<file path="src/rtl/mux4_arbiter_if.sv">
// Request/grant bundle between four requesters, the arbiter and the shared dual 1-of-4 mux.
// Bit i of req/gnt belongs to requester i; sel is the binary index of the granted requester.
interface mux4_arbiter_if;
    logic [3:0] req;
    logic [3:0] gnt;
    logic [1:0] sel;
    logic       en;
    logic       busy;

    modport master (input req, output gnt, output sel, output en, output busy);
    modport slave  (output req, input gnt, input sel, input en, input busy);
endinterface

</file>
<file path="src/rtl/mux4_arbiter.sv">
// Round-robin arbiter for a shared 4-way mux, MAXHOLD-bounded grants, one EN-low turn cycle between owners.
// Grant is valid one edge after REQ is sampled; define MUX4ARB_FIXED_PRIO_EN for fixed priority 0 > 1 > 2 > 3.
module mux4_arbiter #(
    parameter int MAXHOLD = 8
) (
    input  logic          i_clk,
    input  logic          i_rst,
    mux4_arbiter_if.master io_arb
);
    localparam int CW = $clog2(MAXHOLD);
    localparam logic [CW-1:0] HMAX = CW'(MAXHOLD - 1);

    typedef enum logic [1:0] {
        ST_IDLE = 2'd0,
        ST_OWN  = 2'd1,
        ST_TURN = 2'd2
    } state_t;

    state_t        r_state;
    logic [3:0]    r_gnt;
    logic [1:0]    r_sel;
    logic          r_en;
    logic          r_busy;
    logic [CW-1:0] r_hcnt;
    logic [1:0]    r_last;

    state_t        w_state_nxt;
    logic [3:0]    w_gnt_nxt;
    logic [1:0]    w_sel_nxt;
    logic          w_en_nxt;
    logic          w_busy_nxt;
    logic [CW-1:0] w_hcnt_nxt;
    logic [1:0]    w_last_nxt;
    logic [1:0]    w_win;
    logic          w_any_req;
    logic          w_own_req;
    logic          w_others;

    assign w_any_req = |io_arb.req;
    // r_gnt is the owner's one-hot mask while in OWN
    assign w_own_req = |(io_arb.req & r_gnt);
    assign w_others  = |(io_arb.req & ~r_gnt);

`ifdef MUX4ARB_FIXED_PRIO_EN
    always_comb begin
        w_win = 2'd0;
        for (int i = 3; i >= 0; i--) begin
            if (io_arb.req[i]) w_win = 2'(i);
        end
    end
`else
    // Scan offsets from farthest to nearest so the requester right after r_last wins.
    always_comb begin
        w_win = r_last;
        for (int k = 4; k >= 1; k--) begin
            if (io_arb.req[r_last + 2'(k)]) w_win = r_last + 2'(k);
        end
    end
`endif

    always_comb begin
        w_state_nxt = r_state;
        w_gnt_nxt   = r_gnt;
        w_sel_nxt   = r_sel;
        w_en_nxt    = r_en;
        w_hcnt_nxt  = r_hcnt;
        w_last_nxt  = r_last;
        case (r_state)
            ST_IDLE, ST_TURN: begin
                if (w_any_req) begin
                    w_state_nxt = ST_OWN;
                    w_gnt_nxt   = 4'b0001 << w_win;
                    w_sel_nxt   = w_win;
                    w_en_nxt    = 1'b1;
                    w_hcnt_nxt  = '0;
                    w_last_nxt  = w_win;
                end else begin
                    w_state_nxt = ST_IDLE;
                    w_gnt_nxt   = 4'b0000;
                    w_en_nxt    = 1'b0;
                end
            end
            ST_OWN: begin
                if (!w_own_req || (r_hcnt == HMAX && w_others)) begin
                    w_state_nxt = ST_TURN;
                    w_gnt_nxt   = 4'b0000;
                    w_en_nxt    = 1'b0;
                end else if (r_hcnt != HMAX) begin
                    w_hcnt_nxt = r_hcnt + 1'b1;
                end
            end
            default: begin
                w_state_nxt = ST_IDLE;
                w_gnt_nxt   = 4'b0000;
                w_en_nxt    = 1'b0;
            end
        endcase
        w_busy_nxt = (w_state_nxt != ST_IDLE);
    end

    always_ff @(posedge i_clk or posedge i_rst) begin
        if (i_rst) begin
            r_state <= ST_IDLE;
            r_gnt   <= 4'b0000;
            r_sel   <= 2'b00;
            r_en    <= 1'b0;
            r_busy  <= 1'b0;
            r_hcnt  <= '0;
            r_last  <= 2'd3;
        end else begin
            r_state <= w_state_nxt;
            r_gnt   <= w_gnt_nxt;
            r_sel   <= w_sel_nxt;
            r_en    <= w_en_nxt;
            r_busy  <= w_busy_nxt;
            r_hcnt  <= w_hcnt_nxt;
            r_last  <= w_last_nxt;
        end
    end

    assign io_arb.gnt  = r_gnt;
    assign io_arb.sel  = r_sel;
    assign io_arb.en   = r_en;
    assign io_arb.busy = r_busy;
endmodule

</file>
<file path="src/flat_wrapper.sv">
// flat-port wrapper written by rule: the top's interface ports become plain ports
module mux4_arbiter_flat 
#(
    parameter int MAXHOLD = 8
)
  (i_clk, i_rst, io_arb_req, io_arb_gnt, io_arb_sel, io_arb_en, io_arb_busy);
  mux4_arbiter_if io_arb_i ();
  input  logic i_clk;
  input  logic i_rst;
  input wire logic [$bits(io_arb_i.req)-1:0] io_arb_req;
  output wire logic [$bits(io_arb_i.gnt)-1:0] io_arb_gnt;
  output wire logic [$bits(io_arb_i.sel)-1:0] io_arb_sel;
  output wire logic [$bits(io_arb_i.en)-1:0] io_arb_en;
  output wire logic [$bits(io_arb_i.busy)-1:0] io_arb_busy;
  assign io_arb_i.req = io_arb_req;
  assign io_arb_gnt = io_arb_i.gnt;
  assign io_arb_sel = io_arb_i.sel;
  assign io_arb_en = io_arb_i.en;
  assign io_arb_busy = io_arb_i.busy;
  mux4_arbiter #(.MAXHOLD(MAXHOLD)) u_core (.i_clk(i_clk), .i_rst(i_rst), .io_arb(io_arb_i));
endmodule
</file>
<file path="config.mk">
export PLATFORM = sky130hd
export DESIGN_NAME = mux4_arbiter_flat
export DESIGN_NICKNAME = d
export VERILOG_FILES = /design/src/rtl/mux4_arbiter_if.sv /design/src/rtl/mux4_arbiter.sv /design/src/flat_wrapper.sv
export SDC_FILE = /design/constraint.sdc
export NUM_CORES = 1
export LEC_CHECK = 0
export BUFFER_PORTS_ARGS = -buffer_cell sky130_fd_sc_hd__buf_2
export CAP_MARGIN = 0
export CORE_ASPECT_RATIO = 0.9
export CORE_MARGIN = 3
export CORE_UTILIZATION = 32
export CTS_CLUSTER_SIZE = 24
export DETAILED_ROUTE_END_ITERATION = 10
export HOLD_SLACK_MARGIN = 0.15
export SLEW_MARGIN = 20
export SYNTH_ARGS = -nofsm -noshare
export SYNTH_HDL_FRONTEND = slang
export SYNTH_SLANG_ARGS = --single-unit
</file>
<file path="constraint.sdc">
create_clock -name i_clk -period 1.95 [get_ports i_clk]
set_clock_uncertainty 0.05 [all_clocks]
set_input_delay 0 -clock i_clk [delete_from_list [all_inputs] [get_ports i_clk]]
set_output_delay 0 -clock i_clk [all_outputs]
set_load 0.05 [all_outputs]
</file>
=== After elaboration in Yosys (flattened, before gate mapping) ===
Cells that the tools add are included.

* Bitwise operators: 3
* Muxes and demuxes: 22
* Order comparisons: 3
* Reduce and logical (&&, ||, !) cells: 12
* Shift-type cells: 1
* Equality and inequality tests: 8
* $add $sub $neg: 4

{| class="wikitable"
|+ Operators by type and width
! operator !! number
|-
| OR reduction 4 bit || 3
|-
| less-than comparator 2 x 3 -> 1 bit (second input constant) || 3
|-
| 2-to-1 mux 3 bit || 3
|-
| AND 4 bit || 2
|-
| 2-to-1 mux 2 bit || 4
|-
| 2-to-1 mux 4 bit || 2
|-
| one-hot mux 4 bit (2 select lines) || 1
|-
| binary-select mux 1 bit (select 2 bit) || 3
|-
| 2-to-1 mux 1 bit || 6
|-
| != test 2 x 1 -> 1 bit (second input constant) || 3
|-
| one-hot mux 3 bit (2 select lines) || 1
|-
| adder 2 bit (second input constant) || 2
|-
| NOT 4 bit || 1
|-
| one-hot mux 2 bit (2 select lines) || 1
|-
| AND reduction 4 bit || 1
|-
| nonzero test 2 bit || 2
|-
| << shifter 1 x 2 -> 4 bit (first input constant) || 1
|-
| adder 3 x 1 -> 3 bit (second input constant) || 1
|-
| equality test 3 bit (second input constant) || 1
|-
| != test 3 bit (second input constant) || 1
|-
| adder 2 x 1 -> 2 bit (second input constant) || 1
|-
| equality test 2 x 1 -> 1 bit (second input constant) || 1
|-
| equality test 2 bit (second input constant) || 1
|-
| zero test 2 bit || 1
|-
| 7 further kinds || 7
|}

* Output and inout port bits: 8
* Input bits: 6
* Register bits: 15
* Word-level logic and storage cells: 60

=== Depth between registers and ports, before layout ===
Gate-level depths: netlist (run 1).

* Depth in word-level cells: 9
* Mapped depth: 6
* Gate-level depth less buffers: 5

=== Least setup slack after synthesis (run 1) ===
Ideal clock, no wire load.

* Path type: reg2reg
* Start: register u_core.r_gnt[0], in the netlist u_core.io_arb.gnt[0]
* End: register u_core.r_gnt[3], in the netlist u_core.io_arb.gnt[3]
* Buffers on the path: 1
* Period minus slack after synthesis: 1.680 ns
* Data required time: 1.831 ns
* Path slack: 0.270 ns
* Arrival: 1.561 ns
* Setup time: 0.069 ns
* Stages on the path, launching flop included: 6
* Cells stage by stage: dfrtp_1 and2b_1 o41ai_2 and3_1 buf_4 a32o_1

* Longest elaborated chain between the ends: 6
* Elaborated cells on any way between the ends: 9
* Classes of those cells: eq/ne: 1; bitwise: 3; reduce/logical: 5

{| class="wikitable"
|+ RTL lines
! item !! line !! RTL
|-
| start: declaration || mux4_arbiter.sv:20 || <nowiki>logic [3:0] r_gnt;</nowiki>
|-
| start signal: assignment || mux4_arbiter.sv:112 || <nowiki>r_gnt <= w_gnt_nxt;</nowiki>
|-
| NOT 4 bit || mux4_arbiter.sv:42 || <nowiki>assign w_others = |(io_arb.req & ~r_gnt);</nowiki>
|-
| AND 4 bit || mux4_arbiter.sv:42 ||
|-
| OR reduction 4 bit || mux4_arbiter.sv:42 ||
|-
| logical AND 1 bit || mux4_arbiter.sv:84 || <nowiki>if (!w_own_req || (r_hcnt == HMAX && w_others)) begin</nowiki>
|-
| logical OR 1 bit (*) || mux4_arbiter.sv:84 ||
|-
| != test 2 x 1 -> 1 bit (no line) (*) || - ||
|}

Mark *: on every way between the ends. The rest lies on a longest branch, timed or not.
A chain may end at the register's enable or synchronous reset.

=== Final worst setup path (run 1) ===
* Start: register u_core.r_gnt[2], in the netlist u_core.io_arb.gnt[2]
* End: register u_core.r_state[1]

* Longest elaborated chain between the ends: 7
* Elaborated cells on any way between the ends: 10
* Classes of those cells: mux: 2; bitwise: 3; reduce/logical: 5

{| class="wikitable"
|+ RTL lines
! item !! line !! RTL
|-
| NOT 4 bit || mux4_arbiter.sv:42 ||
|-
| AND 4 bit || mux4_arbiter.sv:42 ||
|-
| OR reduction 4 bit || mux4_arbiter.sv:42 ||
|-
| logical AND 1 bit || mux4_arbiter.sv:84 ||
|-
| logical OR 1 bit (*) || mux4_arbiter.sv:84 ||
|-
| 2-to-1 mux 2 bit (*) || mux4_arbiter.sv:84 ||
|-
| one-hot mux 2 bit (2 select lines) (*) || mux4_arbiter.sv:68 || <nowiki>case (r_state)</nowiki>
|-
| via u_core.w_state_nxt[1] || mux4_arbiter.sv:27 || <nowiki>state_t w_state_nxt;</nowiki>
|-
| end signal: assignment || mux4_arbiter.sv:111 || <nowiki>r_state <= w_state_nxt;</nowiki>
|-
| end: declaration || mux4_arbiter.sv:19 || <nowiki>state_t r_state;</nowiki>
|}

The timed path passes the listed nets; every way through them passes the cells marked *.

==> run metrics, run 1 <==
latest clock arrival within the worst-skew pair=280 ps; most frequent cells in the layout=buf_2, dfrtp_1, nor2b_1, dlygate4sd3_1, nand2_1; max-cap violations=0; Pre-antenna DRT Iters=4; highest clock rate=a little over 600 MHz; Post-Syn Instances=69; fraction of registers with async set/reset=1.00; first-pass GRT wire length=about 2900 µm; WP data arrival=1790 ps; final-layout fill cell count=between 200 and 250; Die Wd=between 50 and 60 µm; Routed Antenna Nets=0; syn nets=77; Reg-to-Reg Start=u_core.io_arb.gnt[2]$_DFFE_PP0P_; synth warn=0; total wire length=1570 µm; Post-synth EDFFs=0; Crit-path slowest cell=dlygate4sd3_1; largest net degree at the start of global routing=16; count of pins over their slew limit=0; CTS sink count=15; Ports=14; number of synthesized register bits=15; Critical Path End=u_core.r_state[1]$_DFF_PP0_; WL per Instance=about 13 µm; worst reg2reg endpoint=u_core.r_state[1]$_DFF_PP0_; Bufs and invs on worst path=1; non-filler cells, final=around 120; core area=2220 µm²; Slew headroom=0.631; layout cells sized above 1=0.267; post_cts resized=0; critical path endpoint category=flop; critical path class=flop to flop; RD Place Congestion=between 0.7 and 0.8; stages on the worst setup path=4; via count=598; vias in the first global route=approximately 660; CTS tree=built; Finished Core Util=0.417; Final setup violation count=0; Vias/cell=approximately 5; CTS Buf Count=3; n_diodes=0; H-tree depth=1; Cell Area, Synth=759 µm²; sequential-to-total area share from yosys stat=0.498; # rows=16; drt drc=0; Critical path origin=u_core.io_arb.gnt[2]$_DFFE_PP0P_; Final Cycle Share=0.834; area of the die=2990 µm²; status=finished clean; PD cells=between 1500 and 2000 nW/µm²; r2r worst-path depth=4; actual slew at the worst max-slew pin=about 550 ps; All-Layer GR Usage=0.128; Area Growth Syn to Fin=22.1%; Tmin final=roughly 1600 ps; RSZ-0062 raised after global routing=no; post-DP HPWL=between 1000 and 1500 µm; Netlist cell types=31; main flop type after synthesis=dfrtp_1; Leak=about 0.00045 µW; setup_tns=0 ps; critical hold path startpoint=io_arb_req[0]; Inst Count DP=108; Worst EP required=approximately 2100 ps; Worst Hold Class=input pin to flop; clock slew at reported path FFs=roughly 90 ps; CP Cell Sequence=a22oi_1 -> nand2_1 -> dlygate4sd3_1 -> a21oi_1; Die H=between 50 and 60 µm; Initial Util=0.342; Syn Area/Cell=between 10 and 15 µm²; reg2reg setup slack=between 300 and 400 ps; Layout Nets=99; worst vdd ir=between 0.7 and 0.8 mV; crit path launch type=flop; initial antenna violation count=0; CP delay by family, top=buffers and inverters; CP max FO=4; number of port buffers=13; grt ovf=0; Fin. Hold Viols=0; clock root cell=clkbuf_4; drt initial violations=14; Worst path max stage delay=570 ps; Max Root-Sink Buffers=2
-- sequential cells by signal (all words and copies together) (netlist names) --
| register | cells |
|---|---|
| u_core.io_arb.gnt | 4 |
| u_core.r_hcnt | 3 |
| u_core.io_arb.sel | 2 |
| u_core.r_last | 2 |
| u_core.r_state | 2 |
| u_core.io_arb.busy | 1 |
| u_core.io_arb.en | 1 |
-- worst register-to-register path, delay by kind of cell (launching register included) --
family,cells,cell delay [ps]
buf+inv,1,570
flops,1,430
compound gates,2,380
simple gates,1,130
-- worst min-delay path by stage --
stage | end | cells after the start
global placement | u_core.r_hcnt[1]$_DFFE_PP0P_ | 2
CTS | u_core.r_state[1]$_DFF_PP0_ | 4
finish | u_core.r_state[1]$_DFF_PP0_ | 4
detailed placement | u_core.r_hcnt[0]$_DFFE_PP0P_ | 2
global route | u_core.r_state[1]$_DFF_PP0_ | 4
floorplan | u_core.io_arb.busy$_DFF_PP0_ | 1
-- cell usage after synthesis, types with 3 or more instances --
| cell | number | share of area |
|---|---|---|
| dfrtp_1 | 13 | 0.43 |
| nor2b_1 | 6 | 0.049 |
| nand2_1 | 4 | 0.020 |
| a21o_1 | 3 | 0.030 |
| inv_1 | 3 | 0.015 |
| mux2i_1 | 3 | 0.040 |
| nor2_1 | 3 | 0.015 |
| o21a_1 | 3 | 0.030 |
| o21ai_0 | 3 | 0.020 |
-- metrics by stage --
stage	hold WS (ps)	instance area [µm²]	setup slack, ps	power (µW)
after floorplan	-150	759	270	1230
after global placement	26.6	851	491	1400
after detailed placement	33.7	851	461	1420
after CTS	170	927	310	1630
after global routing	246	927	198	1730
final	183	927	324	1610
-- layer usage --
metal,vias up,global-route usage,routed length (µm)
met5,-,0,0
met4,0,0.0347,17
met3,2,0.0443,117
met2,21,0.205,746
met1,281,0.163,691
li1,294,-,-
-- power by group --
part	internal, µW	total (µW)	switching, µW
Sequential	465	578	112
Clock	79.4	172	92.5
Combinational	292	860	568
Total	837	1610	773
-- cell type report --
class                           instances  area (µm²)  area share
Multi-Input combinational cell         50         363       0.391
Tap cell                               27        33.8      0.0364
Clock buffer                            4        26.3      0.0283
Inverter                                3        11.3      0.0121
Timing Repair Buffer                   18         115       0.124
Sequential cell                        15         378       0.408
-- kinds of logic after synthesis --
logic type | synth area share
AOI/OAI and AO/OA | 0.208
and+or+nand+nor | 0.168
DFF | 0.498
muxes | 0.0692
buffers and inverters | 0.0247
adders and majority gates | 0.0329
-- what timing repair did --
item | CTS | global route
endpoints found under the hold margin | 17 | 0
setup buffers | 0 | 0
hold buffers | 5 | 0
Note: power is estimated with default switching activity, not from simulation.
==> inputs of run 2 (changes only) <==
==> constraint.sdc (replaced) <==
create_clock -name i_clk -period 1.3 [get_ports i_clk]
set_clock_uncertainty 0.05 [all_clocks]
set_input_delay 0 -clock i_clk [delete_from_list [all_inputs] [get_ports i_clk]]
set_output_delay 0 -clock i_clk [all_outputs]
set_load 0.05 [all_outputs]
==> run 2 against run 1 <==
Against the previous run:
- the flow now finishes with violations (negative setup slack)
- critical path depth stayed put
- wire length grew 11%
- sequential power up 54%
- sequential cell count unchanged
- register-to-register slack worse by 420 ps
- cell count is 13% higher
- hold slack lost 41 ps
- global-route usage is 1.1 points higher
- setup slack got worse by 420 ps
- die area did not move
==> run metrics, run 2 (same netlist as run 1, synthesis figures left out) <==
layout cells sized above 1=0.610 (was 0.267); max-cap violations=0 (unchanged); reg2reg setup slack=-100 ps (was 320 ps); CP max FO=6 (was 4); post-route setup slack=-96.6 ps (was 324 ps); All-Layer GR Usage=0.139 (was 0.128); post-DP HPWL=1270 µm (was 1210 µm); initial antenna violation count=0 (unchanged); vias in the first global route=709 (was 657); RD Place Congestion=0.717 (was 0.716); first-pass GRT wire length=3090 µm (was 2900 µm); Bufs and invs on worst path=0 (was 1); # hold bufs at CTS=2 (was 5); Area Growth Syn to Fin=48.8% (was 22.1%); CP delay by family, top=simple AND/OR/NAND/NOR gates (was buffers and inverters); critical path class=flop to flop (unchanged); Post-DP Area=992 µm² (was 851 µm²); largest net degree at the start of global routing=16 (unchanged); area of the die=2990 µm² (unchanged); setup_tns=-677 ps (was 0 ps); Worst EP required=1460 ps (was 2120 ps); WP data arrival=1550 ps (was 1790 ps); CTS sink count=15 (unchanged); H-tree depth=1 (unchanged); CP Cell Sequence=and2b_1 -> o41ai_2 -> and3_4 -> a32o_1 (was a22oi_1 -> nand2_1 -> dlygate4sd3_1 -> a21oi_1); total wire length=1740 µm (was 1570 µm); Worst path max stage delay=390 ps (was 570 ps); CTS Buf Count=3 (unchanged); commonest non-fill, non-tap cell in the layout=buf_4; WL per Instance=13.2 µm (was 13.4 µm); n_diodes=0 (unchanged); latest clock arrival within the worst-skew pair=270 ps (was 280 ps); Ports=14 (unchanged); # rows=16 (unchanged); Place WS=-160 ps (was 461 ps); Tmin final=1400 ps (was 1630 ps); worst vdd ir=1.30 mV (was 0.782 mV); core area=2220 µm² (unchanged); grt ovf=0 (unchanged); status=complete, but fails checks (was finished clean); drt initial violations=8 (was 14); failing checks=negative setup slack; Finished Core Util=0.508 (was 0.417); critical path endpoint category=flop (unchanged); CTS tree=built (unchanged); most frequent cells in the layout=buf_4, buf_2, dfrtp_1 (was buf_2, dfrtp_1, nor2b_1, dlygate4sd3_1, nand2_1); clock slew at reported path FFs=90 ps (about the same); Layout Nets=114 (was 99); Max Root-Sink Buffers=2 (unchanged); Vias/cell=4.97 (was 5.11); Slew headroom=0.619 (was 0.631); clock root cell=clkbuf_4 (unchanged); Routed Antenna Nets=0 (unchanged); number of port buffers=13 (unchanged); Final setup violation count=11 (was 0); via count=656 (was 598); final-layout fill cell count=203 (was 222); count of pins over their slew limit=0 (unchanged); highest clock rate=716 MHz (was 615 MHz); Crit-path slowest cell=dfrtp_2 (was dlygate4sd3_1); PD cells=2520 nW/µm² (was 1740 nW/µm²); drt drc=0 (unchanged); Leak=0.000533 µW (was 0.000446 µW); actual slew at the worst max-slew pin=570 ps (was 553 ps); crit path launch type=flop (unchanged); Worst Hold Class=input pin to flop (unchanged); Final Cycle Share=1.07 (was 0.834); final instance area=1130 µm² (was 927 µm²); Die H=52.2 µm (unchanged); RSZ-0062 raised after global routing=yes (was no); Pre-antenna DRT Iters=2 (was 4); max FFs per register=4 (unchanged); Initial Util=0.342 (unchanged); Fin. Hold Viols=0 (unchanged); Die Wd=57.4 µm (unchanged)
-- run 2: cell types whose count changed in the layout (fill, tap and decap cells not counted), moves of 3 or more --
cell and change:
buf_4 +18, dfrtp_1 -4, dfrtp_2 +4, o21ai_2 +4, dlygate4sd3_1 -3, o21ai_0 -3
-- run 2: area by class of cell --
| cell class | instances | area [µm²] | share of cell area |
|---|---|---|---|
| clock buffers | 4 | 26.3 | 0.0233 |
| inverters | 3 | 11.3 | 0.00997 |
| multi-input cells | 50 | 455 | 0.403 |
| flip-flops and latches | 15 | 383 | 0.339 |
| well taps | 27 | 33.8 | 0.0299 |
| repair buffers | 33 | 220 | 0.195 |
-- run 2: report_power, final --
part | total (µW) | internal, µW | switching, µW
clock | 256 | 119 | 137
sequential | 888 | 710 | 179
combinational | 1710 | 722 | 984
total | 2850 | 1550 | 1300
-- run 2: tightest hold or removal path, cell delays in order --
cell and delay (ps):
buf_2 170, a22oi_2 90, nand2_2 110, a21oi_2 60
-- run 2: repair_timing --
action                                 in CTS  in global routing
endpoints found under the hold margin      17                  1
setup endpoints to repair                  13                 14
resized for setup                          16                  4
pin swaps                                  11                  7
cloned                                      0                  0
setup buffers                               3                  1
-- run 2: per-layer routing --
metal  global-route usage  up-vias  wire [µm]  share of wire
met2                0.226        9        848           0.49
met1                0.174      323        828           0.47
li1                     -      322          -              -
met4               0.0695        0         25          0.014
met3               0.0296        2         41          0.024
met5                    0        -          0              0
-- run 2: worst paths after layout --
path / from / end / cells after the start
min in group asynchronous: i_rst / u_core.io_arb.en$_DFFE_PP0P_ / 3
max in group asynchronous: i_rst / u_core.io_arb.gnt[3]$_DFFE_PP0P_ / 3
worst max-delay path: u_core.io_arb.gnt[0]$_DFFE_PP0P_ / u_core.io_arb.gnt[3]$_DFFE_PP0P_ / 4
worst max register to register: u_core.io_arb.gnt[0]$_DFFE_PP0P_ / u_core.io_arb.gnt[3]$_DFFE_PP0P_ / 4
worst min register to register: u_core.r_state[1]$_DFF_PP0_ / u_core.io_arb.busy$_DFF_PP0_ / 1
worst min-delay path: io_arb_req[1] / u_core.r_state[1]$_DFF_PP0_ / 4
-- run 2: per-stage QoR --
| stage | power (µW) | hold slack, ps | instances |
|---|---|---|---|
| floorplan | 1900 | -150 | 69 |
| global placement | 2380 | 32.0 | 124 |
| detailed placement | 2400 | 39.4 | 124 |
| CTS | 2800 | 113 | 132 |
| global route | 3060 | 137 | 132 |
| finish | 2850 | 143 | 132 |
==> inputs of run 3 (changes only) <==
--- a/config.mk
+++ b/config.mk
@@ -12,7 +12,7 @@
 export CORE_UTILIZATION = 32
 export CTS_CLUSTER_SIZE = 24
 export DETAILED_ROUTE_END_ITERATION = 10
-export HOLD_SLACK_MARGIN = 0.15
+export HOLD_SLACK_MARGIN = 0.02
 export SLEW_MARGIN = 20
 export SYNTH_ARGS = -nofsm -noshare
 export SYNTH_HDL_FRONTEND = slang
==> constraint.sdc (replaced) <==
create_clock -name i_clk -period 1.3 [get_ports i_clk]
set_clock_uncertainty 0.05 [all_clocks]
set_input_delay 0.26 -clock i_clk [delete_from_list [all_inputs] [get_ports i_clk]]
set_output_delay 0.26 -clock i_clk [all_outputs]
set_load 0.05 [all_outputs]
==> run 3 against run 2 <==
Against the previous run:
- critical endpoint is now u_core.r_state[0]$_DFF_PP0_
- clock-buffer cell count is the same
- sequential share of layout area shrank 2.3 points
- the flow still finishes with violations (negative setup slack)
- register-to-register slack is essentially flat
- final area grew 7.3%
- maximum frequency is essentially flat
- die area is the same
- critical path type unchanged
- largest cell class unchanged
- global-route usage grew 0.33 points
- first-iteration DRC count grew 50%
==> run metrics, run 3 (same netlist as run 1, synthesis figures left out) <==
status=complete, but fails checks (unchanged); failing checks=negative setup slack (unchanged); post-DP HPWL=1300 µm (was 1270 µm); layout cells sized above 1=0.615 (was 0.610); Worst path max stage delay=370 ps (was 390 ps); GR peak layer=met2 (unchanged); grt ovf=0 (unchanged); Vias/cell=5.05 (was 4.97); most frequent cells in the layout=buf_4, buf_2, dfrtp_1 (unchanged); CP max FO=6 (unchanged); Fin. Hold Viols=0 (unchanged); number of port buffers=13 (unchanged); Initial Util=0.342 (unchanged); max FFs per register=4 (unchanged); worst vdd ir=1.71 mV (was 1.30 mV); Power, Total=3060 µW (was 2850 µW); Die H=52.2 µm (unchanged); max-cap violations=0 (unchanged); critical path endpoint category=flop (unchanged); Hold Slack=362 ps (was 143 ps); drt drc=0 (unchanged); vias in the first global route=734 (was 709); Final Cycle Share=1.07 (about the same); RSZ-0062 raised after global routing=yes (unchanged); Area Growth Syn to Fin=59.6% (was 48.8%); Slew headroom=0.767 (was 0.619); highest clock rate=716 MHz (about the same); first-pass GRT wire length=3280 µm (was 3090 µm); Die Wd=57.4 µm (unchanged); Worst EP required=1410 ps (was 1460 ps); Place WS=-241 ps (was -160 ps); commonest non-fill, non-tap cell in the layout=buf_4 (unchanged); Max Root-Sink Buffers=2 (unchanged); clock root cell=clkbuf_4 (unchanged); CTS tree=built (unchanged); Ports=14 (unchanged); Tmin final=1400 ps (about the same); WL per Instance=13.7 µm (was 13.2 µm); H-tree depth=1 (unchanged); Layout Nets=118 (was 114); CTS Buf Count=3 (unchanged); Finished Core Util=0.546 (was 0.508); CTS sink count=15 (unchanged); via count=687 (was 656); critical path class=flop to flop (unchanged); n_diodes=0 (unchanged); Leak=0.000560 µW (was 0.000533 µW); latest clock arrival within the worst-skew pair=280 ps (was 270 ps); area of the die=2990 µm² (unchanged); GRT met1 Usage=0.187 (was 0.174); crit path launch type=flop (unchanged); # rows=16 (unchanged); hold path cells=4 (unchanged); clock slew at reported path FFs=80 ps (was 90 ps); total wire length=1860 µm (was 1740 µm); drt initial violations=12 (was 8); CP Cell Sequence=ha_2 -> ha_4 -> o41ai_4 -> and3_4 -> or2_1 (was and2b_1 -> o41ai_2 -> and3_4 -> a32o_1); Worst Hold Class=input pin to flop (unchanged); count of pins over their slew limit=0 (unchanged); actual slew at the worst max-slew pin=349 ps (was 570 ps); All-Layer GR Usage=0.142 (was 0.139); Pre-antenna DRT Iters=4 (was 2); post-route setup slack=-97.1 ps (was -96.6 ps); Crit-path slowest cell=dfrtp_1 (was dfrtp_2); Global Route met3 Usage=0.0246 (was 0.0296); initial antenna violation count=0 (unchanged); Routed Antenna Nets=0 (unchanged); GR Layer Usage met2=0.226 (unchanged); RD Place Congestion=0.801 (was 0.717); r2r worst-path depth=5 (was 4); largest net degree at the start of global routing=16 (unchanged); core area=2220 µm² (unchanged); Final setup violation count=12 (was 11); WP data arrival=1510 ps (was 1550 ps); PD cells=2520 nW/µm² (about the same)
run 3: per-layer routing:
metal | share of wire | vias to the layer above
met1 | 0.48 | 343
met5 | 0 | -
li1 | - | 329
met3 | 0.033 | 2
met4 | 0.0038 | 0
met2 | 0.49 | 13
run 3: final cells by class:
| type | instances | area [µm²] |
|---|---|---|
| fillers | 205 | 1010 |
| multi-input cells | 50 | 455 |
| flip-flops and latches | 15 | 383 |
| repair buffers | 37 | 303 |
| well taps | 27 | 33.8 |
| clock buffers | 4 | 26.3 |
| inverters | 3 | 11.3 |
run 3: path summary, 6_finish.rpt:
path / startpoint / endpoint / slack [ps]
setup / recovery: u_core.r_hcnt[0]$_DFFE_PP0P_ / u_core.r_state[0]$_DFF_PP0_ / -100
hold / removal: io_arb_req[2] / u_core.r_state[1]$_DFF_PP0_ / 360
setup reg to reg: u_core.r_hcnt[0]$_DFFE_PP0P_ / u_core.r_state[0]$_DFF_PP0_ / -100
hold reg to reg: u_core.r_state[1]$_DFF_PP0_ / u_core.io_arb.busy$_DFF_PP0_ / 430
max in group asynchronous: i_rst / u_core.r_last[0]$_DFFE_PP1N_ / 510
min in group asynchronous: i_rst / u_core.io_arb.gnt[0]$_DFFE_PP0P_ / 450
run 3: where the power goes:
part / internal [µW] / total (µW) / leakage [µW] / switching (µW)
clock network: 119 / 264 / 0.0000150 / 145
registers: 710 / 891 / 0.000179 / 182
logic: 874 / 1900 / 0.000366 / 1030
run 3: timing repair:
action | in CTS | in global routing
resized for setup | 25 | 10
buffers inserted | 4 | 1
hold endpoints to repair | 13 | 0
setup endpoints to repair | 17 | 18
pin swaps | 11 | 8
hold buffers | 1 | 0
run 3: critical path, delay by kind of cell (launching register included):
kind,cells,cell delay [ps]
AOI/OAI and AO/OA,1,80
adders and majority gates,2,370
DFF,1,370
and+or+nand+nor,2,430
run 3: through the flow:
| step | instances | TNS (ps) | area [µm²] |
|---|---|---|---|
| after global routing | 136 | -1440 | 1210 |
| after detailed placement | 127 | -2090 | 1010 |
| after floorplan | 69 | -1160 | 785 |
| after global placement | 127 | -1740 | 1010 |
| final | 136 | -649 | 1210 |
| after CTS | 135 | -534 | 1160 |
